### src/rtl/mem_arbiter.sv
// Two-requester memory bus arbiter (IF fetch vs MEM load/store).
// Define ARB_RR_EN for round-robin ties; default is fixed MEM priority.
module mem_arbiter #(
  parameter int AW = 32,
  parameter int DW = 32
) (
  input  logic          clk,
  input  logic          rst,
  input  logic          if_req_i,
  input  logic [AW-1:0] if_addr_i,
  output logic [DW-1:0] if_data_o,
  output logic          if_ack_o,
  input  logic          mem_req_i,
  input  logic          mem_we_i,
  input  logic [3:0]    mem_sel_i,
  input  logic [AW-1:0] mem_addr_i,
  input  logic [DW-1:0] mem_data_i,
  output logic [DW-1:0] mem_data_o,
  output logic          mem_ack_o,
  output logic          bus_req_o,
  output logic          bus_we_o,
  output logic [3:0]    bus_sel_o,
  output logic [AW-1:0] bus_addr_o,
  output logic [DW-1:0] bus_data_o,
  input  logic [DW-1:0] bus_data_i,
  input  logic          bus_ack_i,
  output logic          stallreq_o
);

  typedef enum logic [1:0] {
    IDLE,
    IF_BUSY,
    MEM_BUSY
  } state_e;

  state_e        state_q, state_d;
  logic          bus_req_q, bus_req_d;
  logic          bus_we_q, bus_we_d;
  logic [3:0]    bus_sel_q, bus_sel_d;
  logic [AW-1:0] bus_addr_q, bus_addr_d;
  logic [DW-1:0] bus_data_q, bus_data_d;
  logic          if_ack_q, if_ack_d;
  logic          mem_ack_q, mem_ack_d;
  logic [DW-1:0] if_data_q, if_data_d;
  logic [DW-1:0] mem_data_q, mem_data_d;
  logic          if_elig;
  logic          mem_elig;
  logic          pick_mem;

`ifdef ARB_RR_EN
  logic last_mem_q, last_mem_d;
`endif

  // A requester in its ack cycle is not eligible, so a held req is not regranted
  assign if_elig  = if_req_i & ~if_ack_q;
  assign mem_elig = mem_req_i & ~mem_ack_q;

`ifdef ARB_RR_EN
  assign pick_mem = mem_elig & (~if_elig | ~last_mem_q);
`else
  assign pick_mem = mem_elig;
`endif

  always_comb begin
    state_d    = state_q;
    bus_req_d  = bus_req_q;
    bus_we_d   = bus_we_q;
    bus_sel_d  = bus_sel_q;
    bus_addr_d = bus_addr_q;
    bus_data_d = bus_data_q;
    if_ack_d   = 1'b0;
    mem_ack_d  = 1'b0;
    if_data_d  = if_data_q;
    mem_data_d = mem_data_q;
`ifdef ARB_RR_EN
    last_mem_d = last_mem_q;
`endif
    unique case (state_q)
      IDLE: begin
        if (pick_mem) begin
          state_d    = MEM_BUSY;
          bus_req_d  = 1'b1;
          bus_we_d   = mem_we_i;
          bus_sel_d  = mem_sel_i;
          bus_addr_d = mem_addr_i;
          bus_data_d = mem_data_i;
`ifdef ARB_RR_EN
          last_mem_d = 1'b1;
`endif
        end else if (if_elig) begin
          state_d    = IF_BUSY;
          bus_req_d  = 1'b1;
          bus_we_d   = 1'b0;
          bus_sel_d  = 4'b1111;
          bus_addr_d = if_addr_i;
`ifdef ARB_RR_EN
          last_mem_d = 1'b0;
`endif
        end
      end
      IF_BUSY: begin
        if (bus_ack_i) begin
          state_d   = IDLE;
          bus_req_d = 1'b0;
          // A dropped request still finishes on the bus but is not acked
          if (if_req_i) begin
            if_ack_d  = 1'b1;
            if_data_d = bus_data_i;
          end
        end
      end
      MEM_BUSY: begin
        if (bus_ack_i) begin
          state_d   = IDLE;
          bus_req_d = 1'b0;
          if (mem_req_i) begin
            mem_ack_d  = 1'b1;
            mem_data_d = bus_data_i;
          end
        end
      end
      default: begin
        state_d   = IDLE;
        bus_req_d = 1'b0;
      end
    endcase
  end

  always_ff @(posedge clk or posedge rst) begin
    if (rst) begin
      state_q    <= IDLE;
      bus_req_q  <= 1'b0;
      bus_we_q   <= 1'b0;
      bus_sel_q  <= '0;
      bus_addr_q <= '0;
      bus_data_q <= '0;
      if_ack_q   <= 1'b0;
      mem_ack_q  <= 1'b0;
      if_data_q  <= '0;
      mem_data_q <= '0;
    end else begin
      state_q    <= state_d;
      bus_req_q  <= bus_req_d;
      bus_we_q   <= bus_we_d;
      bus_sel_q  <= bus_sel_d;
      bus_addr_q <= bus_addr_d;
      bus_data_q <= bus_data_d;
      if_ack_q   <= if_ack_d;
      mem_ack_q  <= mem_ack_d;
      if_data_q  <= if_data_d;
      mem_data_q <= mem_data_d;
    end
  end

`ifdef ARB_RR_EN
  always_ff @(posedge clk or posedge rst) begin
    if (rst) begin
      last_mem_q <= 1'b0;
    end else begin
      last_mem_q <= last_mem_d;
    end
  end
`endif

  assign bus_req_o  = bus_req_q;
  assign bus_we_o   = bus_we_q;
  assign bus_sel_o  = bus_sel_q;
  assign bus_addr_o = bus_addr_q;
  assign bus_data_o = bus_data_q;
  assign if_ack_o   = if_ack_q;
  assign mem_ack_o  = mem_ack_q;
  assign if_data_o  = if_data_q;
  assign mem_data_o = mem_data_q;

  assign stallreq_o = (if_req_i & ~if_ack_q) | (mem_req_i & ~mem_ack_q);

endmodule

### config.mk
export PLATFORM = sky130hd
export DESIGN_NAME = mem_arbiter
export DESIGN_NICKNAME = d
export VERILOG_FILES = /design/src/rtl/mem_arbiter.sv
export SDC_FILE = /design/constraint.sdc
export NUM_CORES = 1
export LEC_CHECK = 0
export ABC_AREA = 1
export CAP_MARGIN = 25
export CORE_ASPECT_RATIO = 0.6
export CORE_MARGIN = 4
export CORE_UTILIZATION = 45
export DETAILED_ROUTE_END_ITERATION = 6
export DONT_BUFFER_PORTS = 1
export GPL_TIMING_DRIVEN = 0
export HOLD_SLACK_MARGIN = 0.06
export PLACE_DENSITY = 0.66
export SYNTH_ARGS = -nofsm -noshare
export SYNTH_HDL_FRONTEND = slang
export SYNTH_SLANG_ARGS = --single-unit
### constraint.sdc
create_clock -name clk -period 3.5 [get_ports clk]
set_input_delay 0.175 -clock clk [delete_from_list [all_inputs] [get_ports clk]]
set_output_delay 0.175 -clock clk [all_outputs]
set_load 0.02 [all_outputs]
Word level (Yosys, flattened, before mapping):

Index checks and enable logic that the tools add are counted.

* bits in registers: 138
* input port bits: 138
* logic and storage cells: 47

* eq/ne operators: 4
* mux-type cells: 20
* bitwise operators: 5
* reductions and logical operators: 8

Operators with widths (count)
* two-way mux 32 bit: 2
* two-way mux 1 bit: 11
* two-way mux 4 bit: 2
* two-way mux 2 bit: 3
* AND reduction 2 bit: 3
* AND reduction 3 bit: 2
* case mux 2 bit (2 select lines): 1
* != test 3 bit, second input constant: 1
* AND 1 bit: 2
* == test 2 x 1 -> 1 bit, second input constant: 1
* == test 2 bit, second input constant: 1
* logical NOT 2 bit: 1
* != test 2 x 1 -> 1 bit, second input constant: 1
* NOT 1 bit: 2
* case mux 1 bit (2 select lines): 1
* nonzero test 2 bit: 1
* OR reduction 2 bit: 1
* bitwise OR 1 bit: 1

Longest topological paths before layout:

Gate-level depths: netlist of run 1.

* depth in word-level cells: 5
* gate-level depth with buffers: 8

Worst setup path before layout of run 1:

OpenSTA, ideal clock, no wires.

* kind: register to register
* start point: register state_q[0]
* end point: register bus_data_q[0] (netlist: bus_data_o[0])
* data arrival time: 1.176 ns
* data required time: 3.384 ns
* path slack: 2.207 ns
* stages on the path, launching flop included: 9
* path through: dfrtp_1 > inv_1 > ha_1 > buf_4 > nand3_4 > inv_2 > buf_4 > nand2_1 > nand2_1

* word-level cells in the longest chain between the ends: 2

RTL lines
* start: declaration: RTL line 36 `state_e state_q, state_d;`
* start signal: assignment: RTL line 142 `state_q <= state_d;`
* logical NOT 2 bit: RTL line 78 `unique case (state_q)`
* AND reduction 2 bit (no source line)
* end signal: assignment: RTL line 147 `bus_data_q <= bus_data_d;`
* end: declaration: RTL line 41 `logic [DW-1:0] bus_data_q, bus_data_d;`

Every way passes these cells.
A chain may end at the register's enable or synchronous reset.

Worst setup path after layout of run 1:

* start point: register mem_ack_q (netlist: mem_ack_o)
* end point: register bus_addr_q[1] (netlist: bus_addr_o[1])

* word-level cells in the longest chain between the ends: 4
* elaborated cells between the ends (all ways): 5

RTL lines
* start: declaration: RTL line 43 `logic mem_ack_q, mem_ack_d;`
* start signal: assignment: RTL line 149 `mem_ack_q <= mem_ack_d;`
* NOT 1 bit (*): RTL line 56 `assign mem_elig = mem_req_i & ~mem_ack_q;`
* AND 1 bit (*): RTL line 56
* nonzero test 2 bit (no source line)
* AND reduction 2 bit (no source line)
* end signal: assignment: RTL line 146 `bus_addr_q <= bus_addr_d;`
* end: declaration: RTL line 40 `logic [AW-1:0] bus_addr_q, bus_addr_d;`

Mark *: on every way between the ends. The rest lies on a longest branch, timed or not.

==> results of run 1 <==
worst max-delay path by stage:
stage               depth (start not counted)  slack, ps              to
floorplan                                   1       1600   bus_addr_o[0]
global placement                            1       1010  bus_addr_o[17]
detailed placement                          8       1940  bus_data_o[28]
CTS                                         8       1430   bus_addr_o[1]
global route                                8       1300   bus_addr_o[1]
finish                                      8       1440   bus_addr_o[1]
power by group through the flow:
stage	clock network [mW]	logic, mW	registers [mW]
2_1_floorplan	0	1.13	3.61
5_1_grt	1.77	1.82	3.92
3_3_place_gp	0	1.33	3.85
6_report	1.67	1.59	3.86
3_5_place_dp	0	1.43	3.86
4_1_cts	1.69	1.58	3.86
critical path, delay by kind of cell, from the launching register on:
family / cells / cell delay [ps]
buffers and inverters: 3 / 1050
flip-flops: 1 / 480
AND/OR/NAND/NOR: 5 / 400
metrics by stage:
stage               cells  hold WS, ps
floorplan             672          285
global placement      837          287
detailed placement    840         80.3
CTS                  1005         61.6
global route         1005         93.6
finish               1005         81.7
cell families after synthesis:
logic type	synth area share
and+or+nand+nor	0.268
DFF	0.591
buffers and inverters	0.0739
AOI/OAI and AO/OA	0.0608
adders and majority gates	0.00642
placed cells by master, fill, tap and decap left out:
| master | n |
|---|---|
| nand4_1 | 1 |
| buf_1 | 2 |
| dlygate4sd3_1 | 133 |
| nand3_1 | 67 |
| nand2_8 | 2 |
| inv_2 | 2 |
| nand2_1 | 301 |
| a21oi_2 | 4 |
| ha_1 | 3 |
| nand3_4 | 1 |
| dfrtp_1 | 138 |
| clkbuf_16 | 17 |
| nand3_2 | 1 |
| buf_6 | 9 |
| clkinvlp_4 | 7 |
| buf_12 | 3 |
| o21ai_1 | 47 |
| inv_1 | 42 |
| inv_8 | 1 |
| clkbuf_1 | 4 |
| o21ai_0 | 17 |
| clkinv_4 | 2 |
| nor2_1 | 4 |
| inv_6 | 4 |
| buf_2 | 21 |
| buf_4 | 5 |
| nand2_4 | 1 |
| clkbuf_8 | 1 |
layer usage:
layer | routed length (um) | vias to the layer above | share of wire | GRT usage
li1 | - | 2420 | - | -
met1 | 7100 | 2526 | 0.39 | 0.297
met2 | 8960 | 284 | 0.49 | 0.401
met3 | 1800 | 35 | 0.099 | 0.0809
met4 | 382 | 0 | 0.021 | 0.0904
met5 | 0 | - | 0 | 0
registers in the layout (all words and copies together), names as in the netlist, 2 cells and up:
signal      count
bus_addr_o     32
bus_data_o     32
bus_sel_o       4
if_data_o      32
mem_data_o     32
state_q         2
cell type report:
cell class | count | area [sq um]
fill | 989 | 4380
sequential | 138 | 3450
multi-input combinational | 449 | 1960
timing repair buffer | 136 | 1390
clock buffer | 19 | 443
buffer | 40 | 263
tap | 165 | 206
inverter | 45 | 173
clock inverter | 13 | 109
==> qor.yml, run 1 <==
setup_path:
  r2r_end: "bus_addr_o[1]"
  worstReg2RegStart: "mem_ack_o"
  cpPeakStageDelay_ps: 570
  crit_slowest_cell: "dlygate4sd3_1"
  reg2reg_depth: 8
  start_kind: "register"
  critPathMaxFanout: 10
  critPathRequiredTime_ps: 3780
  path_common_cell: "nand2_1"
  r2r_slack_ps: 1440
  crit_chain: "inv_2 -> nand2_8 -> buf_2 -> nand2_1 -> nand2_1 -> dlygate4sd3_1 -> nand3_1 -> nand2_1"
  critPathKind: "register to register"
  critPathCaptureType: "register"
  cp.arrival_ps: 2340
  critPathLaunch: "mem_ack_o"
timing:
  fin_worst_skew_ps: 9.81
  slew_headroom: 0.675
  hold_viol: 0
  setup_viol_count_final: 0
  worst_slack_ps: 1440
  rsz0062_at_grt: "no"
  maxSlewViolCount: 0
  max_freq_mhz: 485
  fin_crit_ps: 2060
  tightest_slew_ps: 487
  totalNegativeSetupSlack_ps: 0
  finalCritPeriodShare: 0.589
synthesis:
  netlist_instances: 672
  yosysSeqAreaShare: 0.591
  avgSynthCellArea_sq_um: 8.70
  synth_top_area_share: 0.591
  synth_cell_type_count: 20
  ys_ff_latch: 138
  syn_area_sq_um: 5840
  yosys.area.top_type: "dfrtp_1"
  synthFlopType: "dfrtp_1"
  synth_common_cells: "nand2_1 (301), dfrtp_1 (138), nand3_1 (67), o21ai_1 (47), inv_1 (43)"
  synth_area_leaders: "dfrtp_1 (59%), nand2_1 (19%), nand3_1 (5.7%), o21ai_1 (4.0%), inv_1 (2.8%)"
  synth_fp_nets: 813
  synth_edf_count: 0
  synthArstFlopShare: 1.00
  ys_warn_count: 0
  yosysMostFrequentCell: "nand2_1"
clocking:
  clock_tree.buffer_depth: 2
  cts.sinks: 138
  cts_buffers: 17
  cts.htree.levels: 4
  cts_resized: 0
  cts_tree: "done"
  clk_latency_ps: 400
  root_buffer: "clkbuf_16"
  hold_buffers: 133
  clk_pin_slew_worst_paths_ps: 60
  cts_setup_buffers: 0
layout:
  post-route-util: 0.646
  area_growth_pct: 36.9
  final_area_sq_um: 8000
  drive_above_1_share: 0.0964
  layout.nets: 968
  insertedDiodeCount: 0
floorplan:
  initial_core_util: 0.472
  dieArea_sq_um: 14900
  fp.dieH_um: 96.3
  fp.dieW_um: 155
  ioPinCount: 275
  core_region_area_sq_um: 12400
  rows: 31
detailed_routing:
  drtPass1Iterations: 6
  drc: 0
  routedWlPerCell_um: 18.2
  ant_nets: 0
  via_per_inst: 5.24
  drtIter0Drc: 403
  routed_wl_um: 18200
  num_vias: 5265
power_and_ir_drop:
  switching_power_mw: 3.19
  pwr-share-comb: 0.224
  powerDensity_nw_per_um2: 890
  sequentialPowerShare: 0.542
  clkPwrFrac: 0.234
  total_power_mw: 7.12
  p_leak_nw: 4.14
  internal-power_mw: 3.93
  ir_worst_vdd_mv: 0.422
  p_sw_frac: 0.448
hold_path:
  min_from: "if_addr_i[27]"
  min_path_cells: 4
  hold_path_end: "bus_addr_o[27]"
  hp-class: "input port to register"
place:
  detailed_place_hpwl_um: 12300
  place.gp.congestion: 1.00
  io_buffer_count: 0
  placedInstanceArea_sq_um: 6110
  pre_cts_slack_ps: 1940
grt:
  grt_usage: 0.241
  grt_start_max_net_pins: 45
  grt_pass1_wl_um: 28400
  grt_pass1_vias: 5454
  grt-ovfl-total: 0
  antenna_found_initial: 0
flow_run:
  cap_violations: 0
status:
  status: "finished clean"
Power figures use the tool's default switching activity.
==> run 2: changes to the inputs <==
clock period = 1.7 ns   (was 3.5 ns; I/O delays follow)
==> run 2 against run 1 <==
Effect of this change:
- combinational power is 100% higher
- global-route usage grew 0.29 points
- critical path type is now register to primary output
- wire length rose by 1.9%
- first-iteration DRC count up 20%
==> qor.yml, run 2 (synthesized netlist as in run 1, its figures left out) <==
status:
  status: "finished clean"
setup_path:
  cpPeakStageDelay_ps: 460  # -110 ps
  critPathMaxFanout: 10  # unchanged
  cp.arrival_ps: 1490  # -850 ps
  r2r_slack_ps: 150  # -1290 ps
  crit_family: "flip-flops"
  critPathRequiredTime_ps: 1620  # -2160 ps
  critPathKind: "register to primary output"
  cp_num_buf_inv: 2  # -1
  crit_slowest_cell: "dfrtp_1"
  critPathCaptureType: "primary output"
  crit_chain: "inv_1 -> nand2_1 -> nand2_8 -> buf_4"
  start_kind: "register"
clocking:
  clock_tree.buffer_depth: 2  # unchanged
  root_buffer: "clkbuf_16"
  clk_latency_ps: 400  # about the same
  clk_pin_slew_worst_paths_ps: 60  # about the same
  cts_tree: "done"
  cts_buffers: 17  # unchanged
  cts.sinks: 138  # unchanged
  cts.htree.levels: 4  # unchanged
detailed_routing:
  num_vias: 5312  # +0.89%
  drtPass1Iterations: 5  # -1
  drtIter0Drc: 483  # +20%
  routed_wl_um: 18600  # +1.9%
  routedWlPerCell_um: 18.5  # +1.7%
  via_per_inst: 5.28  # +0.69%
  drc: 0  # unchanged
  ant_nets: 0  # unchanged
floorplan:
  dieArea_sq_um: 14900  # unchanged
  ioPinCount: 275  # unchanged
  fp.dieH_um: 96.3  # unchanged
  initial_core_util: 0.472  # unchanged
  rows: 31  # unchanged
  fp.dieW_um: 155  # unchanged
  core_region_area_sq_um: 12400  # unchanged
layout:
  layout_common_cells: "nand2_1 (301), dfrtp_1 (137), dlygate4sd3_1 (135), nand3_1 (67), o21ai_1 (47)"
  layout.nets: 970  # +0.21%
  area_growth_pct: 37.3
  final_cells: 1007  # +0.20%
  insertedDiodeCount: 0  # unchanged
  fill_cells: 964  # -2.5%
  post-route-util: 0.649  # +0.00233
  drive_above_1_share: 0.0974  # +0.000959
  final_common_cell: "nand2_1"
power_and_ir_drop:
  total_power_mw: 14.6  # +110%
  powerDensity_nw_per_um2: 1820  # +100%
  p_leak_nw: 4.13  # about the same
  ir_worst_vdd_mv: 0.868  # +110%
grt:
  grt-ovfl-total: 0  # unchanged
  antenna_found_initial: 0  # unchanged
  grt_pass1_vias: 5514  # +1.1%
  grt_usage: 0.244  # +0.00289
  grt_pass1_wl_um: 28700  # +0.97%
  grt_start_max_net_pins: 45  # unchanged
timing:
  setup_viol_count_final: 0  # unchanged
  max_freq_mhz: 635
  hold_viol: 0  # unchanged
  slew_headroom: 0.682  # +0.00720
  finalCritPeriodShare: 0.927
  maxSlewViolCount: 0  # unchanged
  rsz0062_at_grt: "no"
  tightest_slew_ps: 476  # -10.8 ps
  fin_crit_ps: 1580
  hold_ws_ps: 92.4  # +10.8 ps
  fin_worst_skew_ps: 9.56  # -0.247 ps
place:
  detailed_place_hpwl_um: 12300  # unchanged
  place.gp.congestion: 1.00  # unchanged
  io_buffer_count: 0  # unchanged
  dp.cells: 840  # unchanged
flow_run:
  cap_violations: 0  # unchanged
hold_path:
  hp-class: "input port to register"
-- run 2: per-stage QoR --
stage          TNS (ps)  instance area, sq um  setup WS, ps
6_report              0                  8030           124
5_1_grt               0                  8030          25.4
4_1_cts               0                  8020          36.9
3_5_place_dp          0                  6110           139
3_3_place_gp     -95240                  6050          -701
2_1_floorplan    -14640                  5850          -106
-- run 2: layout make-up --
class / count / area, sq um / share of cell area
flip-flops and latches: 138 / 3450 / 0.430
repair buffers: 138 / 1410 / 0.176
plain buffers: 40 / 263 / 0.0327
inverters: 45 / 180 / 0.0225
well taps: 165 / 206 / 0.0257
multi-input cells: 449 / 1960 / 0.244
clock inverters: 13 / 109 / 0.0136
clock buffers: 19 / 443 / 0.0552
-- run 2: what timing repair did --
item,CTS,global route
buffers inserted,0,0
endpoints found under the hold margin,239,0
hold buffers,135,0
pin swaps,0,0
gates resized for setup,1,3
setup endpoints to repair,1,3
-- run 2: tightest hold or removal path, cell delays in order --
cell and delay (ps):
nand3_1 60, buf_2 190, nand2_1 70, o21ai_1 50
-- run 2: final timing paths --
kind,end,startpoint,cells past startpoint
min,if_data_o[28],if_req_i,4
max reg2reg,bus_addr_o[1],state_q[0],6
max in group asynchronous,bus_addr_o[17],rst,4
max,stallreq_o,if_ack_o,4
min reg2reg,state_q[1],state_q[1],2
min in group asynchronous,bus_data_o[20],rst,2
-- run 2: metal layers --
metal / vias up / share of wire / track usage
met1: 2547 / 0.39 / 0.296
met4: 0 / 0.019 / 0.0816
met5: - / 0 / 0
met2: 301 / 0.49 / 0.412
li1: 2424 / - / -
met3: 40 / 0.10 / 0.0858
-- run 2: power by group --
part | internal, mW | leakage (nW) | switching (mW)
Combinational | 1.31 | 2.17 | 1.94
Clock | 1.94 | 0.251 | 1.48
Sequential | 4.78 | 1.71 | 3.17
==> run 3: changes to the inputs <==
ABC_AREA = default   (was 1)
PLACE_DENSITY = 0.64   (was 0.66)
clock period = 1.95 ns   (was 1.7 ns; I/O delays follow)
==> run 3 against run 2 <==
Effect of this change:
- the flow now stops in 4_1_cts
- synthesized cell count fell by 49%
- synthesized area fell by 1.1%
==> qor.yml, run 3 <==
status:
  lastStage: "4_1_cts"
  error: "[ERROR RSZ-0060] Max buffer count reached."
  status: "stopped before the end"
synthesis:
  netlist_instances: 346  # -49%
  synth_common_cells: "dfrtp_1 (138), mux2_2 (111), mux2_4 (49), buf_2 (10), buf_6 (8)"
  ys_warn_count: 0  # unchanged
  synthFlopType: "dfrtp_1"
  synthMuxAreaShare: 0.344  # +0.344
  yosysSeqAreaShare: 0.598  # +0.00678
  yosys.area.top_type: "dfrtp_1"
  ys_ff_latch: 138  # unchanged
  yosysMostFrequentCell: "dfrtp_1"
  synth-simple-area-share: 0.00801  # -0.260
  synthAdderAreaFrac: 0.00650  # +0.0000737
  synth_top_area_share: 0.598  # +0.00678
  synth_xor_area_frac: 0  # unchanged
  synth_top_family_by_area: "multiplexers"
  synthArstFlopShare: 1.00  # unchanged
  syn_area_sq_um: 5780  # -1.1%
  synth_cell_type_count: 17  # -15%
  synth_area_leaders: "dfrtp_1 (60%), mux2_2 (22%), mux2_4 (13%), buf_6 (1.6%), buf_2 (0.87%)"
  synth_fp_nets: 487  # -40%
  synth_edf_count: 0  # unchanged
  avgSynthCellArea_sq_um: 16.7  # +92%
  synth-compound-area-share: 0.0152  # -0.0457
clocking:
  clock_tree.buffer_depth: 2  # unchanged
  cts.htree.levels: 4  # unchanged
  cts_setup_buffers: 0  # unchanged
  cts_buffers: 17  # unchanged
  cts_resized: 1  # unchanged
  cts.sinks: 138  # unchanged
  root_buffer: "clkbuf_16"
  hold_buffers: 110  # -19%
place:
  placedInstanceArea_sq_um: 6050  # -1.1%
  io_buffer_count: 0  # unchanged
  detailed_place_hpwl_um: 10100  # -18%
  place.gp.congestion: 0.751  # -25%
floorplan:
  initial_core_util: 0.470  # -0.00241
  ioPinCount: 275  # unchanged
  fp.dieH_um: 95.8  # -0.52%
  rows: 31  # unchanged
  fp.dieW_um: 154  # -0.54%
## run 3: changes by cell type after synthesis, moves of 3 or more
cell,change
a21oi_1,+3
a21oi_2,-4
buf_2,-11
buf_4,-5
clkbuf_1,-3
inv_1,-36
mux2_2,+111
mux2_4,+49
nand2_1,-300
nand3_1,-65
nor2_1,-4
o21ai_0,-16
o21ai_1,-47
o22a_1,+5
## run 3: cells by family after synthesis
kind of cell	count (synthesis)
mux	160
compound gates	12
simple gates	8
flops	138
buf+inv	25
fa+ha+maj	3
## run 3: per-stage QoR
stage | setup TNS [ps] | worst slack (ps) | utilization | std cells
2_1_floorplan | 0 | 131 | - | 346
3_3_place_gp | -67120 | -500 | 0.487 | 511
3_5_place_dp | 0 | 2.44 | 0.492 | 514
==> run 4: changes to the inputs <==
CORE_ASPECT_RATIO = default   (was 0.6)
CORE_UTILIZATION = 30   (was 45)
HOLD_SLACK_MARGIN = default   (was 0.06)
PLACE_DENSITY = default   (was 0.64)
PLACE_DENSITY_LB_ADDON = 0.15   (was default)
==> run 4 against run 3 <==
Effect of this change:
- the run again fails in 4_1_cts
- synthesized cell count stayed put
- synthesized area unchanged
==> qor.yml, run 4 <==
floorplan:
  fp.dieW_um: 147  # -4.9%
  fp.dieH_um: 147  # +53%
  ioPinCount: 275  # unchanged
  initial_core_util: 0.307  # -0.163
  rows: 50  # +61%
synthesis:
  synthArstFlopShare: 1.00  # unchanged
  yosysSeqAreaShare: 0.598  # unchanged
  synth_area_leaders: "dfrtp_1 (60%), mux2_2 (22%), mux2_4 (13%), buf_6 (1.6%), buf_2 (0.87%)"
  synth_edf_count: 0  # unchanged
  netlist_instances: 346  # unchanged
  synth_fp_nets: 487  # unchanged
  ys_ff_latch: 138  # unchanged
  synth_cell_type_count: 17  # unchanged
  synthFlopType: "dfrtp_1"
  yosys.area.top_type: "dfrtp_1"
  avgSynthCellArea_sq_um: 16.7  # unchanged
  ys_warn_count: 0  # unchanged
  yosysMostFrequentCell: "dfrtp_1"
  syn_area_sq_um: 5780  # unchanged
  synth_top_area_share: 0.598  # unchanged
  synth_common_cells: "dfrtp_1 (138), mux2_2 (111), mux2_4 (49), buf_2 (10), buf_6 (8)"
clocking:
  cts.sinks: 138  # unchanged
  cts_setup_buffers: 0  # unchanged
  root_buffer: "clkbuf_16"
  hold_buffers: 129  # +17%
  cts.htree.levels: 4  # unchanged
  cts_buffers: 17  # unchanged
  clock_tree.buffer_depth: 2  # unchanged
  cts_resized: 0  # -1
place:
  detailed_place_hpwl_um: 10300  # +2.5%
  place.gp.congestion: 0.690  # -8.2%
  io_buffer_count: 0  # unchanged
status:
  lastStage: "4_1_cts"
  status: "stopped before the end"
  error: "[ERROR RSZ-0060] Max buffer count reached."
run 4: cells by family after synthesis:
group	count (synthesis)	share of synthesized area
buffers and inverters	25	0.0288
DFF	138	0.598
and+or+nand+nor	8	0.00801
AOI/OAI and AO/OA	12	0.0152
muxes	160	0.344
adders and majority gates	3	0.00650
run 4: through the flow:
step / setup TNS, ps / instances / hold slack [ps] / instance area, sq um / setup slack, ps
after floorplan: 0 / 346 / 245 / 5780 / 131
after global placement: -84980 / 606 / 248 / 6110 / -624
after detailed placement: 0 / 610 / 109 / 6190 / 66.1
